===== config.mk =====
export PLATFORM = sky130hd
export DESIGN_NAME = select_round_ctrl
export DESIGN_NICKNAME = d
export VERILOG_FILES = /design/src/rtl/select_pkg.sv /design/src/rtl/select_tick_div.sv /design/src/rtl/select_round_ctrl.sv
export SDC_FILE = /design/constraint.sdc
export NUM_CORES = 1
export LEC_CHECK = 0
export CAP_MARGIN = 20
export CELL_PAD_IN_SITES_DETAIL_PLACEMENT = 0
export CELL_PAD_IN_SITES_GLOBAL_PLACEMENT = 1
export CORE_UTILIZATION = 30
export DETAILED_ROUTE_END_ITERATION = 12
export GPL_ROUTABILITY_DRIVEN = 0
export PLACE_DENSITY_LB_ADDON = 0.1
export SYNTH_ARGS = -nofsm -noshare
export SYNTH_HDL_FRONTEND = slang
export SYNTH_SLANG_ARGS = --single-unit
export TNS_END_PERCENT = 1

===== constraint.sdc =====
create_clock -name clk_2 -period 2.3 [get_ports clk_2]
set_input_delay 0.575 -clock clk_2 [delete_from_list [all_inputs] [get_ports clk_2]]
set_output_delay 0.575 -clock clk_2 [all_outputs]
set_load 0.01 [all_outputs]

===== src/rtl/select_pkg.sv =====
// Shared types and constants for the selection-round controller.
// Holds the FSM state encoding, result width, NONE code and key count.
package select_pkg;

    typedef enum logic [1:0] {
        IDLE = 2'd0,
        RUN  = 2'd1,
        DONE = 2'd2
    } state_t;

    localparam int                SEL_W    = 3;
    localparam logic [SEL_W-1:0]  SEL_NONE = 3'd7;
    localparam int                KEY_N    = 4;

    // Lowest set bit wins; NONE when no bit is set.
    function automatic logic [SEL_W-1:0] lowest_key(input logic [KEY_N-1:0] edges);
        logic [SEL_W-1:0] idx;
        idx = SEL_NONE;
        for (int i = KEY_N - 1; i >= 0; i--) begin
            if (edges[i]) idx = SEL_W'(i);
        end
        return idx;
    endfunction

endpackage


===== src/rtl/select_tick_div.sv =====
// One-second tick divider: one-cycle tick every TICK_DIV enabled cycles.
// Latency: tick is combinational from the count register; clr is synchronous. No backpressure.
module select_tick_div #(
    parameter int TICK_DIV = 2
) (
    input  logic clk_2,
    input  logic rst_n,
    input  logic clr,
    input  logic en,
    output logic tick
);

    logic [7:0] cnt_q, cnt_d;

    assign tick = en & ~clr & (cnt_q == 8'(TICK_DIV - 1));

    always_comb begin
        cnt_d = cnt_q;
        if (clr) begin
            cnt_d = '0;
        end else if (en) begin
            cnt_d = tick ? '0 : cnt_q + 8'd1;
        end
    end

    always_ff @(posedge clk_2 or negedge rst_n) begin
        if (!rst_n) begin
            cnt_q <= '0;
        end else begin
            cnt_q <= cnt_d;
        end
    end

endmodule


===== src/rtl/select_round_ctrl.sv =====
// Selection-round controller: start edge opens a timed round, first key edge latches the winner.
// Latency 1 cycle from sampled edge to registered outputs; no backpressure. Option: SELECT_TIMEOUT_EN.
module select_round_ctrl
    import select_pkg::*;
#(
    parameter int TICK_DIV  = 2,
    parameter int ROUND_SEC = 9
) (
    input  logic             clk_2,
    input  logic             rst_n,
    input  logic             start,
    input  logic [KEY_N-1:0] key,
    output logic             finnal_flag,
    output logic [SEL_W-1:0] sel_id,
    output logic [3:0]       time_left,
    output logic             busy
);

    state_t           state_q, state_d;
    logic             start_q, arm_q;
    logic [KEY_N-1:0] key_q;
    logic             flag_q, flag_d;
    logic [SEL_W-1:0] sel_q, sel_d;
    logic [3:0]       tl_q, tl_d;
    logic             busy_q, busy_d;

    logic             start_rise;
    logic [KEY_N-1:0] key_rise;
    logic             tick;

    // arm_q blocks a start held high straight out of reset from counting as an edge.
    assign start_rise = start & ~start_q & arm_q;
    assign key_rise   = key & ~key_q;

    select_tick_div #(.TICK_DIV(TICK_DIV)) u_tick_div (
        .clk_2 (clk_2),
        .rst_n (rst_n),
        .clr   (start_rise),
        .en    (state_q == RUN),
        .tick  (tick)
    );

    always_comb begin
        state_d = state_q;
        flag_d  = flag_q;
        sel_d   = sel_q;
        tl_d    = tl_q;
        busy_d  = busy_q;
        if (start_rise) begin
            state_d = RUN;
            flag_d  = 1'b1;
            sel_d   = SEL_NONE;
            tl_d    = 4'(ROUND_SEC);
            busy_d  = 1'b1;
        end else if (state_q == RUN) begin
            if (|key_rise) begin
                state_d = DONE;
                flag_d  = 1'b0;
                sel_d   = lowest_key(key_rise);
                busy_d  = 1'b0;
`ifdef SELECT_TIMEOUT_EN
            end else if (tl_q == 4'd0) begin
                state_d = DONE;
                flag_d  = 1'b0;
                sel_d   = SEL_NONE;
                busy_d  = 1'b0;
`endif
            end else if (tick && tl_q != 4'd0) begin
                tl_d = tl_q - 4'd1;
            end
        end
    end

    always_ff @(posedge clk_2 or negedge rst_n) begin
        if (!rst_n) begin
            state_q <= IDLE;
            start_q <= 1'b0;
            arm_q   <= 1'b0;
            key_q   <= '0;
            flag_q  <= 1'b1;
            sel_q   <= SEL_NONE;
            tl_q    <= 4'd0;
            busy_q  <= 1'b0;
        end else begin
            state_q <= state_d;
            start_q <= start;
            arm_q   <= arm_q | ~start;
            key_q   <= key;
            flag_q  <= flag_d;
            sel_q   <= sel_d;
            tl_q    <= tl_d;
            busy_q  <= busy_d;
        end
    end

    assign finnal_flag = flag_q;
    assign sel_id      = sel_q;
    assign time_left   = tl_q;
    assign busy        = busy_q;

endmodule


## Yosys cells after proc, flatten, opt, wreduce, memory -nomap -nowiden

Index checks and enable logic that the tools add are counted.

| storage, ports and cells | value |
|---|---|
| output and inout bits | 9 |
| input port bits | 7 |
| logic and storage cells | 52 |
| flip-flop bits (word level) | 25 |

| cells by class | value |
|---|---|
| reductions and logical operators | 8 |
| bitwise logic cells | 10 |
| mux-type cells | 20 |
| add/sub/neg operators | 2 |
| equal/unequal tests | 3 |

Operator list:

| cell | count |
|---|---|
| $mux 8 | 3 |
| $mux 3 | 7 |
| $mux 4 | 4 |
| $add 8x1->8 const B | 1 |
| $eq 8x1->1 const B | 1 |
| $mux 2 | 3 |
| $reduce_bool 2->1 | 3 |
| $and 1x1->1 | 4 |
| $and 4x4->4 | 1 |
| $not 4->4 | 1 |
| $reduce_bool 4->1 | 1 |
| $reduce_or 4->1 | 1 |
| $sub 4x1->4 const B | 1 |
| $mux 1 | 3 |
| $not 1->1 | 3 |
| $reduce_and 3->1 | 1 |
| $eq 2x1->1 const B | 1 |
| $ne 2x1->1 const B | 1 |
| $reduce_and 2->1 | 1 |
| $logic_and 1x1->1 | 1 |
| $or 1x1->1 | 1 |

## Logic depth before layout (Yosys ltp)

Gate-level depths: netlist of the first run.

| depth | value |
|---|---|
| depth in word-level cells | 11 |
| gate-level depth with buffers | 6 |
| gate-level depth less buffers | 6 |

## Modules after synthesis

From an unflattened synthesis of the first run, not the netlist that was laid out.

| unflattened totals | value |
|---|---|
| cell total of the unflattened synthesis | 116 |
| area total of the unflattened synthesis | 1183.6 µm² |

Modules (own cells, without submodules):

| module | cells each | instances | area an instance (µm²) | sequential area each (µm²) |
|---|---|---|---|---|
| select_round_ctrl | 66 | 1 | 713.2 | 405.4 |
| select_tick_div | 50 | 1 | 470.5 | 200.2 |

## Least setup slack after synthesis of the first run

Ideal clock, no wire load.

| timing | value |
|---|---|
| path kind | in2reg |
| start point | in key[2] |
| end point | reg tl_q[0], in the netlist time_left[0] |
| library setup time | 130 ps |
| buffers on the path | 0 |
| stages | 4 |
| data arrival time | 1892 ps |
| slack | 278 ps |
| data required time | 2170 ps |
| cell sequence | nor2b_4 -> or4_4 -> or4_4 -> mux2i_1 |

| on the way | value |
|---|---|
| word-level cells in the longest chain between the ends | 4 |

RTL lines:

| element | line | RTL |
|---|---|---|
| from (decl) | select_round_ctrl.sv:12 | `input logic [KEY_N-1:0] key,` |
| $and 4x4->4 | select_round_ctrl.sv:33 | `assign key_rise = key & ~key_q;` |
| $reduce_or 4->1 | select_round_ctrl.sv:56 | `if (\|key_rise) begin` |
| $ne 2x1->1 (no source line) | n/a |  |
| $reduce_and 3->1 (no source line) | n/a |  |
| to (signal assigned) | select_round_ctrl.sv:91 | `tl_q <= tl_d;` |
| to (decl) | select_round_ctrl.sv:24 | `logic [3:0] tl_q, tl_d;` |

No other way between the ends.
A chain may end at the register's enable or synchronous reset.

## Final worst setup path of the first run

Ends and elaborated chain as after synthesis.

==> results.sh, run 1 <==
export IMPL_drive_gt1_share_pct=15.22
export IMPL_final_nets=150
export IMPL_wirelength_um=2380
export IMPL_crit_type="input pin to flip-flop"
export IMPL_hold_buffers=0
export IMPL_period_share_pct=96.98
export IMPL_finalCriticalPeriod_ns=2.231
export IMPL_syn_area_um2=1155
export IMPL_antenna_found_initial=0
export IMPL_cts_tree="yes"
export IMPL_max_cap_viol_count=0
export IMPL_cts_setup_buffers=0
export IMPL_synth_most_common_cell="dfrtp_1"
export IMPL_finalSetupViolCount=0
export IMPL_reg2reg_to="time_left[0]"
export IMPL_yosys_top_cells_count="dfrtp_1, nand2_1, nor2b_1"
export IMPL_p_leak_nw=0.6337
export IMPL_status="completed"
export IMPL_io_pins=16
export IMPL_worstPathArrival_ns=2.38
export IMPL_tightestPinTransition_ns=0.4095
export IMPL_initial_core_util_pct=31.31
export IMPL_ys_flop_type="dfrtp_1"
export IMPL_timing_final_hold_violations=0
export IMPL_seq_area_frac_synth_pct=52.44
export IMPL_placed_area_um2=1429
export IMPL_area_delta_synth_final_pct=27.63
export IMPL_cts_buffer_depth=2
export IMPL_crit_start="key[2]"
export IMPL_clk_pin_slew_ns=0.08
export IMPL_syn_nets=122
export IMPL_wire_per_inst_um=12.80
export IMPL_die_area_um2=4102
export IMPL_grt_pass1_vias=920
export IMPL_dieHeight_um=64.05
export IMPL_grt_usage_pct=13.67
export IMPL_drc_errors=0
export IMPL_rrSetupSlack_ns=0.51
export IMPL_worstSetupEndpointType="flip-flop"
export IMPL_fp_coreArea_um2=3689
export IMPL_fin_skew_ns=0.001311
export IMPL_post_dp_hpwl_um=1764
export IMPL_ff2ff_path_depth=4
export IMPL_num_rows=22
export IMPL_via_per_inst=4.882
export IMPL_cts_sinks=24
export IMPL_hold_ws_ns=0.4657
export IMPL_grt_overflow_total=0
export IMPL_detail_route_antenna_nets=0
export IMPL_grt_start_max_net_pins=25
export IMPL_finalPower_mw=1.363
export IMPL_synth_top_cell_area_share_pct=43.34
export IMPL_fmax_mhz=448.3
export IMPL_cp_max_fo=4
export IMPL_ir_drop_mv=0.3739
export IMPL_synth_cells=111
export IMPL_cts_max_level=1
export IMPL_p_per_area_nw_per_um2=924.9
export IMPL_vias=908
export IMPL_io_buffer_count=15
export IMPL_finalMaxSlewViolations=0
export IMPL_cts_resized=0
export IMPL_numCtsBuffers=3
export IMPL_insertion_delay_ns=0.26
export IMPL_hp_class="flip-flop to flip-flop"
export IMPL_fin_area_um2=1474
export IMPL_grt_setup_unrepaired="no"
export IMPL_first_pass_iters=4
export IMPL_synth_enable_flop_cells=0
export IMPL_slew_limit_headroom_pct=72.47
export IMPL_synth_area_leaders="dfrtp_1, dfstp_2, nand2_1"
export IMPL_antenna_cells=0
export IMPL_async_flop_share_pct=100.0
export IMPL_yosysUniqueCellTypes=33
export IMPL_cp_endpoint="time_left[0]"
export IMPL_yosysWarningCount=0
export IMPL_syn_area_per_cell_um2=10.40
export IMPL_die_w_um=64.05
export IMPL_r2r_start="key_q[2]"
export IMPL_required_ns=2.45
export IMPL_crit_path_start_kind="input pin"
export IMPL_fillers=382
export IMPL_placed_cells=182
export IMPL_grt_pass1_wl_um=4340
export IMPL_yosysTopAreaCell="dfrtp_1"
export IMPL_ys_seq_elements=24
export IMPL_stdcell_count=186
export IMPL_cts_root_buf="clkbuf_8"
export IMPL_drtIter0Drc=31
==> where the power goes <==
| group | internal, mW | switching [mW] | leakage (nW) | total [mW] |
|---|---|---|---|---|
| Combinational | 0.249 | 0.260 | 0.323 | 0.509 |
| Sequential | 0.529 | 0.0687 | 0.288 | 0.598 |
| Clock | 0.124 | 0.133 | 0.0228 | 0.257 |
==> routing by layer <==
layer / wire length [um] / up-vias / global-route usage [%] / share of wire (%)
met2: 1110 / 13 / 21.68 / 47
li1: - / 450 / - / -
met5: 0 / - / 0 / 0
met1: 1178 / 441 / 18.54 / 49
met4: 32 / 0 / 5.114 / 1.3
met3: 59 / 4 / 2.321 / 2.5
==> logic make-up (layout without fill, tap and decap cells) <==
kind of cell | Yosys count | after routing | share of synthesized area (%)
simple gates | 53 | 53 | 26.65
flops | 24 | 24 | 52.44
compound gates | 21 | 21 | 11.70
buf+inv | 5 | 32 | 1.624
fa+ha+maj | 4 | 4 | 4.334
xor+xnor | 2 | 2 | 1.517
mux | 2 | 2 | 1.734
==> area by class of cell <==
class | count | area, um^2 | area share (%)
Tap cell | 48 | 60.06 | 4.075
Sequential cell | 24 | 605.6 | 41.09
Inverter | 4 | 15.01 | 1.019
Multi-Input combinational cell | 82 | 530.5 | 35.99
Clock buffer | 4 | 45.04 | 3.056
Timing Repair Buffer | 24 | 217.7 | 14.77
==> cell usage in the layout, fill, tap and decap left out, drive strengths merged, types with 4 or more instances in the layout <==
cell / instances
ha: 4
dfrtp: 20
nor2: 5
nand2: 15
clkdlybuf4s50: 15
or4: 4
nand3: 5
clkbuf: 4
a31oi: 4
dfstp: 4
o21ai: 5
nor2b: 7
a21oi: 5
inv: 4
buf: 9
nand2b: 5
==> worst max-delay path: stages <==
cell	delay (ns)
clkdlybuf4s50_1	0.42
nor2b_4	0.14
or4_4	0.55
or4_4	0.55
mux2i_1	0.13
==> how the worst min path moves through the flow <==
stage,start,to,cells past startpoint
floorplan,rst_n,arm_q,0
global placement,finnal_flag,finnal_flag,2
detailed placement,sel_id[2],sel_id[2],2
CTS,sel_id[2],sel_id[2],2
global route,finnal_flag,finnal_flag,2
finish,finnal_flag,finnal_flag,2
==> flip-flops by register name, summed over array words and instances (netlist names) <==
register          flops
u_tick_div.cnt_q      8
key_q                 4
time_left             4
sel_id                3
state_q               2
arm_q                 1
finnal_flag           1
start_q               1
==> through the flow <==
stage / util [%] / setup TNS [ns] / worst slack, ns
final: 39.96 / 0 / 0.06946
after CTS: 39.96 / 0 / 0.07453
after detailed placement: 38.74 / -0.6087 / -0.2150
after global placement: 38.74 / -0.5648 / -0.1945
after global routing: 39.96 / 0 / 0.02827
after floorplan: - / 0 / 0.2781
No activity file was read; power rests on OpenSTA's default activity.
==> inputs of run 2 (changes only) <==
--- a/config.mk
+++ b/config.mk
@@ -11,7 +11,9 @@
 export CORE_UTILIZATION = 30
 export DETAILED_ROUTE_END_ITERATION = 12
 export GPL_ROUTABILITY_DRIVEN = 0
+export GPL_TIMING_DRIVEN = 0
 export PLACE_DENSITY_LB_ADDON = 0.1
+export SLEW_MARGIN = 20
 export SYNTH_ARGS = -nofsm -noshare
 export SYNTH_HDL_FRONTEND = slang
 export SYNTH_SLANG_ARGS = --single-unit
==> run 2 against run 1 <==
Against the previous run: final area decreased by 4.2%; combinational power fell by 5.9%; non-clock buffer count fell by 8.
==> results.sh, run 2 (synthesized netlist as in run 1, its figures left out) <==
export IMPL_largest_register_ffs=8
export IMPL_p_int_mw=0.8703
export IMPL_r2r_start="u_tick_div.cnt_q[1]"
export IMPL_period_share_pct=98.23
export IMPL_initial_core_util_pct=31.31
export IMPL_grt_setup_unrepaired="no"
export IMPL_io_pins=16
export IMPL_cts_root_buf="clkbuf_8"
export IMPL_dieHeight_um=64.05
export IMPL_area_delta_synth_final_pct=22.32
export IMPL_crit_path_start_kind="input pin"
export IMPL_top_register="u_tick_div.cnt_q"
export IMPL_power_combinational_fraction_pct=36.1
export IMPL_ir_drop_mv=0.3794
export IMPL_first_pass_iters=5
export IMPL_grt_start_max_net_pins=25
export IMPL_crit_path_top_delay_cell="or4_4"
export IMPL_power_frac_clock_pct=19.0
export IMPL_cts_buffer_depth=2
export IMPL_die_w_um=64.05
export IMPL_path_buf_inv=1
export IMPL_vias=877
export IMPL_most_common_layout_cells="dfrtp_1, nand2_1, clkdlybuf4s50_1"
export IMPL_antenna_found_initial=0
export IMPL_p_leak_nw=0.5947
export IMPL_p_sw_share_pct=34.39
export IMPL_worstSetupEndpointType="flip-flop"
export IMPL_cp_endpoint="time_left[1]"
export IMPL_tightestPinTransition_ns=0.5794
export IMPL_drive_gt1_share_pct=10.77
export IMPL_path_cells="clkdlybuf4s50_1 -> nor2b_1 -> or4_4 -> or4_4 -> mux2i_1"
export IMPL_grt_pass1_vias=892
export IMPL_slowest_delay_ns=0.55
export IMPL_num_rows=22
export IMPL_drc_errors=0
export IMPL_highest_layer="met4"
export IMPL_rrSetupSlack_ns=0.28
export IMPL_finalPower_mw=1.326
export IMPL_fmax_mhz=442.6
export IMPL_fp_coreArea_um2=3689
export IMPL_hp_class="input pin to asynchronous set/reset pin"
export IMPL_required_ns=2.45
export IMPL_finalSetupViolCount=0
export IMPL_final_common_cell="dfrtp_1"
export IMPL_crit_type="input pin to flip-flop"
export IMPL_cts_tree="yes"
export IMPL_crit_path_frequent_cell="or4_4"
export IMPL_detail_route_antenna_nets=0
export IMPL_max_cap_viol_count=0
export IMPL_grt_pass1_wl_um=4146
export IMPL_io_buffer_count=15
export IMPL_finalMaxSlewViolations=0
export IMPL_numCtsBuffers=3
export IMPL_insertion_delay_ns=0.27
export IMPL_hold_ws_ns=0.2881
export IMPL_fin_skew_ns=0.007228
export IMPL_wirelength_um=2337
export IMPL_slew_limit_headroom_pct=60.95
export IMPL_dr_wl_met3_um=59
export IMPL_post_dp_hpwl_um=1690
export IMPL_drtIter0Drc=12
export IMPL_ff2ff_path_depth=6
export IMPL_cp_depth=5
export IMPL_reg2reg_to="time_left[1]"
export IMPL_clk_pin_slew_ns=0.08
export IMPL_antenna_cells=0
export IMPL_hold_buffers=0
export IMPL_die_area_um2=4102
export IMPL_timing_final_hold_violations=0
export IMPL_grt_usage_pct=13.47
export IMPL_cts_sinks=24
export IMPL_wl_met2_um=1079
export IMPL_cpLargestDelayFamily="simple AND/OR/NAND/NOR gates"
export IMPL_power_frac_seq_pct=44.9
export IMPL_wire_per_inst_um=13.13
export IMPL_cp_max_fo=5
export IMPL_grt_overflow_total=0
export IMPL_via_per_inst=4.927
export IMPL_wl_met1_um=1145
export IMPL_finalCriticalPeriod_ns=2.259
export IMPL_final_nets=142
export IMPL_status="completed"
export IMPL_cts_max_level=1
export IMPL_p_sw_mw=0.4561
export IMPL_p_per_area_nw_per_um2=939.0
export IMPL_worstPathArrival_ns=2.41
export IMPL_crit_start="key[3]"
==> run 2: cell count changes in the layout (fill, tap and decap cells not counted) <==
cell,delta
buf_4,-9
buf_2,+1
o41ai_1,-1
o41ai_2,+1
clkbuf_1,+1
clkdlybuf4s50_1,-1
==> run 2: layer usage <==
metal	GRT usage (%)	up-vias
met5	0	-
met4	6.818	0
met3	2.321	5
met2	20.88	15
met1	17.94	421
li1	-	436
==> run 2: worst min path at each step <==
stage	startpoint	end	slack, ns	cells past startpoint
6_report	rst_n	key_q[2]	0.29	1
2_1_floorplan	rst_n	arm_q	0.28	0
3_3_place_gp	finnal_flag	finnal_flag	0.45	2
5_1_grt	rst_n	time_left[3]	0.32	1
3_5_place_dp	finnal_flag	finnal_flag	0.45	2
4_1_cts	finnal_flag	finnal_flag	0.46	2
==> run 2: worst register-to-register path: cells and delay by family (launching register included) <==
| family | cells | cell delay [ns] |
|---|---|---|
| AND/OR/NAND/NOR | 3 | 1.14 |
| multiplexers | 1 | 0.14 |
| adder cells (fa/ha/maj) | 1 | 0.14 |
| flip-flops | 1 | 0.40 |
| buffers and inverters | 1 | 0.08 |
==> run 2: power by group through the flow <==
stage	registers, mW	clock network [mW]	logic, mW
2_1_floorplan	0.619	0	0.262
3_3_place_gp	0.601	0	0.470
3_5_place_dp	0.604	0	0.476
4_1_cts	0.597	0.271	0.480
5_1_grt	0.612	0.291	0.538
6_report	0.595	0.252	0.479
==> run 2: repair_timing <==
action,CTS,global route
endpoints found under the setup margin,0,1
buffers inserted,0,0
gates resized for setup,0,1
==> run 2: layout make-up <==
class	count	area, um^2
fill	396	2276
sequential	24	605.6
multi-input combinational	82	538.0
timing repair buffer	15	145.1
tap	48	60.06
clock buffer	4	45.04
inverter	4	15.01
buffer	1	3.754
==> run 2: through the flow <==
stage               cell area [um^2]  worst slack (ns)  setup TNS [ns]  cells  utilization [%]
finish                          1413           0.04071               0    178            38.30
global route                    1413          0.006913               0    178            38.30
CTS                             1410           0.04467               0    178            38.23
detailed placement              1365           -0.2378          -1.043    174            37.01
global placement                1365           -0.2699          -1.074    174            37.01
floorplan                       1155            0.2781               0    111                -
